## src/rtl/prog_loader.sv

```systemverilog
// UART boot loader: parses A5 | LEN_H | LEN_L | {DATA_H, DATA_L} x N [| CSUM] into instruction-memory writes.
// Optional checksum byte compiled in with macro PROG_LOADER_CHECKSUM_EN.
module prog_loader #(
    parameter int unsigned addr_width = 12,
    parameter int unsigned TIMEOUT    = 1000000
) (
    input  logic                  clk,
    input  logic                  rst,
    input  logic [7:0]            rx_data,
    input  logic                  rx_valid,
    output logic [addr_width-1:0] w_addr,
    output logic [15:0]           din,
    output logic                  w_en,
    output logic                  cpu_hold,
    output logic                  done,
    output logic                  err
);

    localparam int unsigned TW = $clog2(TIMEOUT + 1);
    localparam logic [7:0]  START_BYTE = 8'hA5;

    typedef enum logic [2:0] {
        IDLE,
        LEN_H,
        LEN_L,
        DATA_H,
        DATA_L,
`ifdef PROG_LOADER_CHECKSUM_EN
        CSUM,
`endif
        DONE
    } state_t;

    state_t                r_state;
    logic [7:0]            r_len_h;
    logic [7:0]            r_data_h;
    logic [addr_width-1:0] r_len;
    logic [addr_width-1:0] r_idx;
    logic [TW-1:0]         r_timer;
`ifdef PROG_LOADER_CHECKSUM_EN
    logic [7:0]            r_sum;
`endif

    logic                  w_active;
    logic                  w_tmo;
    logic                  w_last;
    logic [addr_width-1:0] w_len_new;

    assign w_active  = (r_state != IDLE) && (r_state != DONE);
    assign w_tmo     = w_active && (r_timer == TW'(TIMEOUT - 1));
    // N==0 wraps to all-ones here, giving the full 2^addr_width words.
    assign w_last    = (r_idx == (r_len - addr_width'(1)));
    assign w_len_new = addr_width'({r_len_h, rx_data});

    always_ff @(posedge clk or negedge rst) begin
        if (!rst) begin
            r_state  <= IDLE;
            r_len_h  <= '0;
            r_data_h <= '0;
            r_len    <= '0;
            r_idx    <= '0;
            r_timer  <= '0;
`ifdef PROG_LOADER_CHECKSUM_EN
            r_sum    <= '0;
`endif
            w_addr   <= '0;
            din      <= '0;
            w_en     <= 1'b0;
            cpu_hold <= 1'b0;
            done     <= 1'b0;
            err      <= 1'b0;
        end else begin
            w_en <= 1'b0;
            // Timeout wins over a byte arriving in the same cycle; that byte is dropped.
            if (w_tmo) begin
                r_state  <= DONE;
                err      <= 1'b1;
                done     <= 1'b0;
                cpu_hold <= 1'b0;
            end else begin
                if (w_active) begin
                    r_timer <= rx_valid ? '0 : r_timer + TW'(1);
                end
                if (rx_valid) begin
                    case (r_state)
                        IDLE, DONE: begin
                            if (rx_data == START_BYTE) begin
                                r_state  <= LEN_H;
                                cpu_hold <= 1'b1;
                                done     <= 1'b0;
                                err      <= 1'b0;
                                r_idx    <= '0;
                                w_addr   <= '0;
                                r_timer  <= '0;
`ifdef PROG_LOADER_CHECKSUM_EN
                                r_sum    <= '0;
`endif
                            end
                        end
                        LEN_H: begin
                            r_len_h <= rx_data;
                            r_state <= LEN_L;
                        end
                        LEN_L: begin
                            r_len   <= w_len_new;
                            r_state <= DATA_H;
                        end
                        DATA_H: begin
                            r_data_h <= rx_data;
`ifdef PROG_LOADER_CHECKSUM_EN
                            r_sum    <= r_sum + rx_data;
`endif
                            r_state  <= DATA_L;
                        end
                        DATA_L: begin
                            w_en   <= 1'b1;
                            din    <= {r_data_h, rx_data};
                            w_addr <= r_idx;
                            r_idx  <= r_idx + addr_width'(1);
`ifdef PROG_LOADER_CHECKSUM_EN
                            r_sum  <= r_sum + rx_data;
`endif
                            if (w_last) begin
`ifdef PROG_LOADER_CHECKSUM_EN
                                r_state  <= CSUM;
`else
                                r_state  <= DONE;
                                done     <= 1'b1;
                                cpu_hold <= 1'b0;
`endif
                            end else begin
                                r_state <= DATA_H;
                            end
                        end
`ifdef PROG_LOADER_CHECKSUM_EN
                        CSUM: begin
                            r_state  <= DONE;
                            cpu_hold <= 1'b0;
                            if (rx_data == r_sum) begin
                                done <= 1'b1;
                            end else begin
                                err  <= 1'b1;
                            end
                        end
`endif
                        default: r_state <= IDLE;
                    endcase
                end
            end
        end
    end

endmodule

```

## config.mk

```make
export PLATFORM = sky130hd
export DESIGN_NAME = prog_loader
export DESIGN_NICKNAME = d
export VERILOG_FILES = /design/src/rtl/prog_loader.sv
export SDC_FILE = /design/constraint.sdc
export NUM_CORES = 1
export LEC_CHECK = 0
export BUFFER_PORTS_ARGS = -buffer_cell sky130_fd_sc_hd__buf_4
export CAP_MARGIN = 20
export CORE_MARGIN = 2
export CORE_UTILIZATION = 50
export CTS_BUF_LIST = sky130_fd_sc_hd__clkbuf_8 sky130_fd_sc_hd__clkbuf_16
export CTS_CLUSTER_SIZE = 25
export DETAILED_ROUTE_END_ITERATION = 8
export PLACE_DENSITY = 0.69
export SLEW_MARGIN = 10
export SYNTH_ARGS = -nofsm -noshare
export SYNTH_HDL_FRONTEND = slang
export SYNTH_SLANG_ARGS = --single-unit
```

## constraint.sdc

```tcl
create_clock -name clk -period 5.4 [get_ports clk]
set_input_delay 1.08 -clock clk [delete_from_list [all_inputs] [get_ports clk]]
set_output_delay 1.08 -clock clk [all_outputs]
set_load 0.05 [all_outputs]
```

==> qor.yml <==
synthesis:
  ys_warn_count: 0
  synthXorXnorAreaFrac_pct: 6.20
  synth_top_cell_area_share_pct: 49.5
  synth.ff_latch_count: 91
  yosys.area.top_type: "dfrtp_1"
  synth.most_common_cell: "dfrtp_1"
  synth-seq-area-share_pct: 49.5
  syn_avg_cell_area_um2: 10.1
  synth_edf_count: 0
  synth_mux_area_share_pct: 6.09
  synthSimpleGateAreaFrac_pct: 22.5
  synthFlopType: "dfrtp_1"
  synth-adder-area-share_pct: 0.815
  syn-num-nets: 470
  synth_compound_area_share_pct: 11.7
  synth_cells: 456
  netlist_top_cells_count: "dfrtp_1, nand2_1, nor2_1"
  synth_area_um2: 4600
  ys_async_sr_fraction_pct: 100
  ys_top_cells_by_area: "dfrtp_1, nand2_1, mux2_2"
  synth_top_family_by_area: "simple AND/OR/NAND/NOR gates"
  synthDistinctLibCells: 66
place:
  numPlacedInstances: 587
  placed_area_um2: 4950
  place_hpwl_um: 7120
  port_buffers: 42
  place_congestion: 0.870
worst_setup_path:
  worstPathArrival_ns: 3.14
  cp_top_family: "simple AND/OR/NAND/NOR gates"
  cp_num_cells: 7
  cp_slowest_cell: "or4_1"
  cp.required_ns: 5.68
  critPathCaptureType: "flop"
  worstSetupStartpointType: "input pin"
  worstPathCellList: "buf_4 -> nand4bb_1 -> nor2_1 -> nand3_1 -> a21o_1 -> or4_1 -> a21oi_1"
  path_max_fanout: 33
  cpPeakStageDelay_ns: 0.62
  path_class: "in -> reg"
  crit_buf_inv: 1
  reg2regPathDepth: 8
floorplan:
  core_um2: 9060
  io_pins: 43
  std_cell_rows: 35
  die_h_um: 100
  start_util_pct: 50.8
  die_x_um: 100
  die_area_um2: 9990
timing:
  rsz0062_at_grt: "no"
  tns_ns: 0
  slew_violations: 0
  worst_clock_skew_ns: 0.0126
  tightest_slew_ns: 0.892
  min_period_over_period_pct: 52.9
  whs_ns: 0.483
  setup-violations-final: 0
  max-slew-margin-rel_pct: 40.6
  fmax_ghz: 0.350
  hold_viol_final: 0
  min_period_ns: 2.86
layout:
  drive_gt1_share_pct: 18.3
  finish.instance_area_um2: 5140
  final_cells: 603
  area_growth_pct: 11.6
  final_nets: 501
  fillers: 783
  antennaDiodeCount: 0
run:
  drv_cap: 0
global_routing:
  grt.total_usage_pct: 21.8
  grt_pass1_wl_um: 17400
  overflow: 0
  grt_max_degree: 47
  antenna_found_initial: 0
  grt_pass1_vias: 3386
drt:
  vias_per_cell: 5.84
  drt-total-wl_um: 10200
  drtIter0Drc: 214
  ant_nets: 0
  drtPass1Iterations: 4
  drc: 0
  dr_total_vias: 3524
  wl_per_cell_um: 17.0
power:
  cellLeakagePower_nw: 2.28
  p_per_area_nw_per_um2: 560
  finalPower_mw: 2.88
  vdd_drop_max_mv: 0.347
worst_hold_path:
  whs_path_depth: 2
  hold_path_class: "reg -> reg"
clocking:
  numClockSinks: 91
  clock_tree.buffer_depth: 2
  clk_pin_slew_ns: 0.10
  insertion_delay_ns: 0.36
  post_cts_buffers: 0
  ctsHtreeMaxLevel: 3
  cts_hold_buf: 0
  numCtsBuffers: 9
  root_buffer: "clkbuf_8"
  ctsResizeCount: 0
  cts_tree: "yes"
run_status:
  status: "completed"
[metal layers]
layer / track usage, % / share of wire, % / up-vias
li1: - / - / 1689
met1: 31.8 / 46 / 1738
met2: 34.1 / 49 / 86
met3: 4.04 / 3.9 / 11
met4: 5.37 / 1.2 / 0
met5: 0 / 0 / -
[area by class of cell]
class,instances,area (µm²),share of cell area (%)
multi-input cells,333,2180,42.4
clock buffers,9,124,2.41
repair buffers,43,323,6.28
clock inverters,7,65.1,1.27
inverters,9,33.8,0.657
well taps,111,139,2.70
flip-flops and latches,91,2280,44.3
[path summary, 6_finish.rpt]
kind,start,end,slack [ns]
setup / recovery,rx_data[6],r_idx[11],2.54
hold reg to reg,r_data_h[4],din[12],0.48
max in group asynchronous,rst,r_state[1],3.71
setup reg to reg,r_len[0],cpu_hold,2.70
min in group asynchronous,rst,w_addr[4],0.71
hold / removal,r_data_h[4],din[12],0.48
[power by group]
part           switching [mW]  internal [mW]
clock network           0.269          0.179
registers               0.258          0.913
logic                   0.780          0.477
[worst register-to-register path, stage by stage (launching register included)]
cell and delay (ns):
dfrtp_1 0.51, inv_1 0.11, ha_1 0.37, nor4b_1 0.35, and4_1 0.25, o2111ai_1 0.13
a2111oi_2 0.43, and4b_1 0.35, a21oi_1 0.09
[logic make-up (layout without fill, tap and decap cells)]
| family | count (synthesis) | after routing |
|---|---|---|
| XOR/XNOR | 31 | 31 |
| buffers and inverters | 32 | 68 |
| flip-flops | 91 | 91 |
| adder cells (fa/ha/maj) | 3 | 3 |
| AO/OA/AOI/OAI | 80 | 80 |
| multiplexers | 25 | 25 |
| AND/OR/NAND/NOR | 194 | 194 |
[stage by stage]
| step | util (%) | setup slack [ns] |
|---|---|---|
| floorplan | - | 2.89 |
| global placement | 54.6 | 2.28 |
| detailed placement | 54.6 | 2.20 |
| CTS | 56.7 | 2.58 |
| global route | 56.7 | 2.43 |
| finish | 56.7 | 2.54 |
[cells in the final DEF, fill, tap and decap left out, types with 8 or more instances in the layout]
cell type,Yosys,layout
buf_4,1,43
nand4_1,8,8
nand2_1,70,70
nor3_1,9,9
nand3_1,15,15
mux2_2,20,20
o21ai_0,22,22
inv_1,8,8
a21oi_1,15,15
or3_1,8,8
clkbuf_8,0,9
nor2_1,29,29
xor2_1,15,15
dfrtp_1,91,91
a22o_1,12,12
nand2b_1,9,9
xnor2_1,15,15
[state kept, by name (all words and copies together), names as in the netlist]
name,flops
r_state,3
w_addr,12
done,1
cpu_hold,1
err,1
r_len_h,4
w_en,1
r_timer,20
r_data_h,8
r_idx,12
r_len,12
din,16
Power figures use the tool's default switching activity.
